[src/rtl/collision_pkg.sv]
// Shared types and sizing helper for the square collision detector.
package collision_pkg;

  typedef enum logic [1:0] {WAIT_START, SCAN, REPORT} coll_state_t;

  // Counter width able to hold every pixel of an inclusive (WIDTH+1)x(HEIGHT+1) window.
  function automatic int cnt_w(input int width, input int height);
    return $clog2((width + 1) * (height + 1) + 1);
  endfunction

endpackage

[src/rtl/vga_if.sv]
// VGA pixel stream bundle: timing counters, syncs, blanking and colour.
interface vga_if;
  logic [10:0] hcount;
  logic [10:0] vcount;
  logic        hsync;
  logic        vsync;
  logic        hblnk;
  logic        vblnk;
  logic [11:0] rgb;

  modport in  (input  hcount, vcount, hsync, vsync, hblnk, vblnk, rgb);
  modport out (output hcount, vcount, hsync, vsync, hblnk, vblnk, rgb);
endinterface

[src/rtl/vblnk_edge.sv]
// Edge detector against the registered previous level; fall/rise are one-cycle pulses.
module vblnk_edge (
  input  logic clk,
  input  logic rst,
  input  logic level,
  output logic fall,
  output logic rise
);

  logic level_q;

  always_ff @(posedge clk or posedge rst) begin
    if (rst) begin
      level_q <= 1'b0;
    end else begin
      level_q <= level;
    end
  end

  assign fall = ~level & level_q;
  assign rise = level & ~level_q;

endmodule

[src/rtl/square_collision_detect.sv]
// Counts target-coloured visible pixels inside the square's window each frame and
// reports the result at frame end through a sticky valid / ack handshake.
module square_collision_detect
  import collision_pkg::*;
#(
  parameter int          HEIGHT       = 8,
  parameter int          WIDTH        = 8,
  parameter logic [11:0] TARGET_COLOR = 12'h0_0_0,
  parameter int          HIT_MIN      = 1,
  parameter int          CNT_W        = cnt_w(WIDTH, HEIGHT)
) (
  input  logic             clk,
  input  logic             rst,
  vga_if.in                vga_in,
  input  logic [11:0]      xpos_square,
  input  logic [11:0]      ypos_square,
  input  logic             hit_ack,
  output logic             frame_done,
  output logic             hit_valid,
  output logic             hit,
  output logic [CNT_W-1:0] hit_count,
  output logic             overrun
);

  localparam logic [12:0]      WIDTH13   = 13'(WIDTH);
  localparam logic [12:0]      HEIGHT13  = 13'(HEIGHT);
  localparam logic [CNT_W-1:0] CNT_MAX   = {CNT_W{1'b1}};
  localparam logic [CNT_W-1:0] HIT_MIN_C = CNT_W'(HIT_MIN);

  coll_state_t      state;
  coll_state_t      state_nxt;
  logic [11:0]      x_q;
  logic [11:0]      y_q;
  logic [CNT_W-1:0] cnt;
  logic             frame_start;
  logic             frame_end;
  logic             capture;
  logic             count_en;
  logic             report;
  logic             in_win;
  logic             pix_hit;
  logic [12:0]      hc13;
  logic [12:0]      vc13;
  logic [12:0]      x_lo;
  logic [12:0]      x_hi;
  logic [12:0]      y_lo;
  logic [12:0]      y_hi;

  vblnk_edge u_vblnk_edge (
    .clk   (clk),
    .rst   (rst),
    .level (vga_in.vblnk),
    .fall  (frame_start),
    .rise  (frame_end)
  );

  // 13-bit bounds so the far edge of a window near 4095 cannot wrap.
  assign hc13 = {2'b00, vga_in.hcount};
  assign vc13 = {2'b00, vga_in.vcount};
  assign x_lo = {1'b0, x_q};
  assign y_lo = {1'b0, y_q};
  assign x_hi = x_lo + WIDTH13;
  assign y_hi = y_lo + HEIGHT13;

  assign in_win  = (hc13 >= x_lo) && (hc13 <= x_hi) && (vc13 >= y_lo) && (vc13 <= y_hi);
  assign pix_hit = ~vga_in.hblnk && ~vga_in.vblnk && in_win && (vga_in.rgb == TARGET_COLOR);

  always_ff @(posedge clk or posedge rst) begin
    if (rst) begin
      state <= WAIT_START;
    end else begin
      state <= state_nxt;
    end
  end

  always_comb begin
    state_nxt = state;
    case (state)
      WAIT_START: if (frame_start) state_nxt = SCAN;
      SCAN:       if (frame_end)   state_nxt = REPORT;
      REPORT:     state_nxt = WAIT_START;
      default:    state_nxt = WAIT_START;
    endcase
  end

  always_comb begin
    capture  = (state == WAIT_START) && frame_start;
    count_en = (state == SCAN) && pix_hit;
    report   = (state == REPORT);
  end

  always_ff @(posedge clk or posedge rst) begin
    if (rst) begin
      x_q <= '0;
      y_q <= '0;
      cnt <= '0;
    end else if (capture) begin
      x_q <= xpos_square;
      y_q <= ypos_square;
      cnt <= '0;
    end else if (count_en && (cnt != CNT_MAX)) begin
      cnt <= cnt + 1'b1;
    end
  end

  // A report that meets an unacknowledged result flags overrun unless the ack lands now.
  always_ff @(posedge clk or posedge rst) begin
    if (rst) begin
      frame_done <= 1'b0;
      hit_valid  <= 1'b0;
      hit        <= 1'b0;
      hit_count  <= '0;
      overrun    <= 1'b0;
    end else begin
      frame_done <= report;
      if (report) begin
        hit_count <= cnt;
        hit       <= (cnt >= HIT_MIN_C);
        hit_valid <= 1'b1;
        overrun   <= hit_valid & ~hit_ack;
      end else if (hit_ack && hit_valid) begin
        hit_valid <= 1'b0;
        overrun   <= 1'b0;
      end
    end
  end

endmodule
[src/flat_wrapper.sv]
// flat-port wrapper written by rule: the top's interface ports become plain ports
module square_collision_detect_flat import collision_pkg::*;
#(
  parameter int          HEIGHT       = 8,
  parameter int          WIDTH        = 8,
  parameter logic [11:0] TARGET_COLOR = 12'h0_0_0,
  parameter int          HIT_MIN      = 1,
  parameter int          CNT_W        = cnt_w(WIDTH, HEIGHT)
)
  (clk, rst, xpos_square, ypos_square, hit_ack, frame_done, hit_valid, hit, hit_count, overrun, vga_in_hcount, vga_in_vcount, vga_in_hsync, vga_in_vsync, vga_in_hblnk, vga_in_vblnk, vga_in_rgb);
  vga_if vga_in_i ();
  input  logic clk;
  input  logic rst;
  input  logic [11:0] xpos_square;
  input  logic [11:0] ypos_square;
  input  logic hit_ack;
  output logic frame_done;
  output logic hit_valid;
  output logic hit;
  output logic [CNT_W-1:0] hit_count;
  output logic overrun;
  input wire logic [$bits(vga_in_i.hcount)-1:0] vga_in_hcount;
  input wire logic [$bits(vga_in_i.vcount)-1:0] vga_in_vcount;
  input wire logic [$bits(vga_in_i.hsync)-1:0] vga_in_hsync;
  input wire logic [$bits(vga_in_i.vsync)-1:0] vga_in_vsync;
  input wire logic [$bits(vga_in_i.hblnk)-1:0] vga_in_hblnk;
  input wire logic [$bits(vga_in_i.vblnk)-1:0] vga_in_vblnk;
  input wire logic [$bits(vga_in_i.rgb)-1:0] vga_in_rgb;
  assign vga_in_i.hcount = vga_in_hcount;
  assign vga_in_i.vcount = vga_in_vcount;
  assign vga_in_i.hsync = vga_in_hsync;
  assign vga_in_i.vsync = vga_in_vsync;
  assign vga_in_i.hblnk = vga_in_hblnk;
  assign vga_in_i.vblnk = vga_in_vblnk;
  assign vga_in_i.rgb = vga_in_rgb;
  square_collision_detect #(.HEIGHT(HEIGHT), .WIDTH(WIDTH), .TARGET_COLOR(TARGET_COLOR), .HIT_MIN(HIT_MIN), .CNT_W(CNT_W)) u_core (.clk(clk), .rst(rst), .vga_in(vga_in_i), .xpos_square(xpos_square), .ypos_square(ypos_square), .hit_ack(hit_ack), .frame_done(frame_done), .hit_valid(hit_valid), .hit(hit), .hit_count(hit_count), .overrun(overrun));
endmodule
[config.mk]
export PLATFORM = sky130hd
export DESIGN_NAME = square_collision_detect_flat
export DESIGN_NICKNAME = d
export VERILOG_FILES = /design/src/rtl/collision_pkg.sv /design/src/rtl/vga_if.sv /design/src/rtl/vblnk_edge.sv /design/src/rtl/square_collision_detect.sv /design/src/flat_wrapper.sv
export SDC_FILE = /design/constraint.sdc
export NUM_CORES = 1
export LEC_CHECK = 0
export BUFFER_PORTS_ARGS = -buffer_cell sky130_fd_sc_hd__buf_2
export CORE_MARGIN = 2
export CORE_UTILIZATION = 49
export CTS_CLUSTER_SIZE = 40
export DETAILED_ROUTE_END_ITERATION = 6
export PLACE_DENSITY = 0.76
export SYNTH_ARGS = -nofsm -noshare
export SYNTH_HDL_FRONTEND = slang
export SYNTH_SLANG_ARGS = --single-unit
[constraint.sdc]
create_clock -name clk -period 3.06 [get_ports clk]
set_input_delay 0.459 -clock clk [delete_from_list [all_inputs] [get_ports clk]]
set_output_delay 0.459 -clock clk [all_outputs]
set_load 0.01 [all_outputs]
==> impl.org <==
** Placement
- During placement, the flow inserted port buffers numbering 73.
- Number of instances in the placed design :: 470
- Final estimated routing congestion in global placement :: 0.883
- Sum of net half-perimeters after detailed placement :: 5.17 mm

** Worst hold path
- The tightest min-delay check is of the in -> async type.

** Critical path
- The worst setup path is captured at a flop.
- Required time worst endpoint :: roughly 3200 ps
- Largest stage delay on the critical path :: between 300 and 400 ps
- The critical path goes through inv_1 -> nor4_4 -> xnor2_1 -> ha_1 -> a2111oi_4 -> o221ai_2 -> o211ai_2 -> o2111ai_4 -> nor4b_2 -> mux2_1.
- Together, buffers and inverters on the worst path number 1.
- In this design, the largest share of critical-path delay is due to compound AO/OA/AOI/OAI gates.
- Crit path kind :: reg -> reg
- Cell at the slowest stage of the critical path :: dfrtp_1
- Max FO, Critical Path :: 7
- Data arrival time of the critical path :: around 3200 ps
- STA classifies the critical path startpoint as a flop.

** Route
- Iteration count of the initial detailed-routing pass :: 4
- Total routed wirelength :: between 6 and 7 mm
- Total number of vias :: roughly 2,600
- In the final routed layout, each cell accounts on average for 14.0 um.
- The detail route stage leaves a number of antenna-violating nets equal to 0.
- Initial DRC Count :: roughly 160
- Via/cell ratio :: between 5 and 6
- For this run, design rule violations remaining after detail routing come to 0.

** Die
- The initial utilization of the core area, before any placement, comes to ~50%.
- From bottom edge to top edge, the die measures ~84 um.
- Placeable core region :: between 6000 and 7000 um2
- Row generation in the floorplan step produced 29 rows.
- The die is 83.7 um wide.
- Count of boundary I/O pins :: 76
- Total die area :: between 7000 and 8000 um2

** Yosys
- The commonest cells after synthesis are 45 x dfrtp_1, 42 x ha_1, 38 x nand2_1.
- Register area share after synthesis :: between 30% and 40%
- Counting flops with a built-in enable in the synthesized netlist gives 0.
- FFs w/ async S/R, synth :: 100%
- The number of nets in the synthesized netlist is about 430.
- Dominant cell type by area after synthesis :: dfrtp_1
- Syn_area_per_cell :: between 9 and 10 um2
- Synthesis produced about 320 cells.
- Synth Cell Area :: 3110 um2
- Area contributors post-synth :: dfrtp_1 36%, ha_1 17%, o21ai_0 5.3%, nand2_1 4.6%, inv_1 3.5%
- Counting flops and latches in the post-synthesis netlist gives 45.
- Leading cell type by number of instances after synthesis :: dfrtp_1
- Synthesis instantiated 50 different standard cells from the library.
- Yosys warns :: 0
- The synthesized design devotes to its leading area cell type between 30% and 40% of total area.
- Among all flip-flop cells after synthesis, the most frequent one is dfrtp_1.

** Clocking
- Skew-Pair Late Insertion Delay :: approximately 300 ps
- The tree is rooted in a clkbuf_8.
- H-tree lvl count :: 2
- Clock tree synthesis found a total of 45 sinks.
- Clock tree from TritonCTS :: yes
- Clock tree buffer depth :: 2
- Num CTS Buffers :: 5
- Clock edge transition at the registers on the reported setup and hold paths :: ~90 ps

** STA
- Highest clock frequency the design can meet :: 334 MHz
- Setup repair after global routing could not meet its margin everywhere.
- The max-slew violation count came to 0.
- Dividing the final minimum period by the clock period gives 97.9%.
- Worst setup skew after layout :: between 10 and 15 ps
- At the pin with the least slew margin, the transition time is approximately 880 ps.
- Max-Slew Margin vs Limit :: 40.9%
- Shortest period the worst path allows :: roughly 3000 ps
- Hold Violations, Final :: 0
- Setup violations remaining at the end of the flow were counted as 0.
- Min Hold Slack :: approximately 220 ps

** Global routing
- Pin count of the biggest net entering global routing :: 56
- Number of global-route vias before repair :: about 2,600
- Across every metal layer, demand over resource in global routing totals 19.8%.
- The first global-routing pass estimated between 10 and 15 mm of wire.
- Antenna violations before repair :: 0
- Total overflow reported by the global router :: 0

** Power and ir drop
- For this design the static power due to leakage is 1.83 nW.
- The worst-case IR drop observed on VDD is about 320 uV.
- For this design the ratio of total power to cell area is slightly above 500 nW/um2.

** Run
- The tool flagged a number of max-cap violations equal to 0.

** Layout
- 0 antenna diodes ended up in the layout.
- Layout cell share with drive strength beyond 1 :: 30.2%
- Post-synthesis to final-layout area growth :: 20.9%
- At the end of the flow, the number of nets in the layout was between 500 and 600.
- Count of placed standard cells in the final layout, fillers left out :: 481
- Filler Cells Inserted :: between 500 and 600

** Run status
- The run finished with clean final reports.
-- path summary, 6_finish.rpt --
check | to | depth (start not counted) | from | slack (ps)
max | u_core.cnt[5]$_DFFE_PP0P_ | 10 | u_core.x_q[6]$_DFFE_PP0P_ | 60
min | u_core.x_q[0]$_DFFE_PP0P_ | 2 | rst | 220
max reg2reg | u_core.cnt[5]$_DFFE_PP0P_ | 10 | u_core.x_q[6]$_DFFE_PP0P_ | 60
min reg2reg | u_core.state[1]$_DFFE_PP0P_ | 1 | u_core.u_vblnk_edge.level_q$_DFF_PP0_ | 490
max in group asynchronous | u_core.y_q[5]$_DFFE_PP0P_ | 3 | rst | 2100
min in group clk | u_core.overrun$_DFFE_PP0P_ | 2 | hit_ack | 340
-- where the power goes --
group	switching, mW	internal (mW)	total, mW
sequential	0.0841	0.692	0.776
clock	0.213	0.162	0.375
combinational	0.420	0.364	0.783
-- layer usage --
layer  global-route usage, %  vias up  wire [um]
met4                    5.57        0         99
met1                    25.3     1225       2990
met2                    34.0       65       3320
li1                        -     1309          -
met5                       0        -          0
met3                    3.96        9        326
-- area by class of cell --
cell class | count | area (um2) | share of cell area (%)
inverters | 31 | 116 | 3.09
repair buffers | 81 | 429 | 11.4
multi-input cells | 239 | 1900 | 50.6
clock inverters | 3 | 21.3 | 0.565
clock buffers | 5 | 68.8 | 1.83
well taps | 77 | 96.3 | 2.56
flip-flops and latches | 45 | 1130 | 30.0
-- through the flow --
stage | setup slack [ps] | setup TNS, ps | area [um2] | power, mW | utilization, %
after global routing | -92.3 | -151 | 3760 | 2.11 | 60.3
after global placement | 122 | 0 | 3600 | 1.51 | 57.6
after CTS | 38.3 | 0 | 3690 | 1.93 | 59.1
final | 64.6 | 0 | 3760 | 1.93 | 60.3
after detailed placement | 44.5 | 0 | 3600 | 1.54 | 57.6
after floorplan | 222 | 0 | 3110 | 1.31 | -
-- what timing repair did --
item,4_1_cts,5_1_grt
hold buffers,0,0
resized for setup,0,12
buffers inserted,0,3
setup endpoints to repair,0,5
-- logic make-up (layout without fill, tap and decap cells) --
logic type                 Yosys count  after routing  synth area share (%)
and+or+nand+nor                     96             96                  18.0
AOI/OAI and AO/OA                   74             74                  15.8
DFF                                 45             45                  36.2
adders and majority gates           42             42                  16.9
buffers and inverters               37            120                  4.46
muxes                               15             15                  5.31
xor gates and xnor gates            12             12                  3.38
-- flip-flops by register name, summed over array words and instances, names as in the netlist, 2 cells and up --
name	flops
u_core.hit_count	7
u_core.cnt	7
u_core.y_q	12
u_core.state	2
u_core.x_q	12
-- layout by cell type, fill, tap and decap left out, drive strengths merged, types with 5 or more instances in the layout --
| master | n |
|---|---|
| a21o | 6 |
| a21oi | 16 |
| buf | 81 |
| clkbuf | 5 |
| dfrtp | 45 |
| ha | 42 |
| inv | 31 |
| mux2 | 12 |
| nand2 | 38 |
| nand3 | 8 |
| nand4 | 5 |
| nor2 | 5 |
| nor2b | 7 |
| nor4 | 8 |
| o21ai | 33 |
| xnor2 | 12 |
Power figures use the tool's default switching activity.
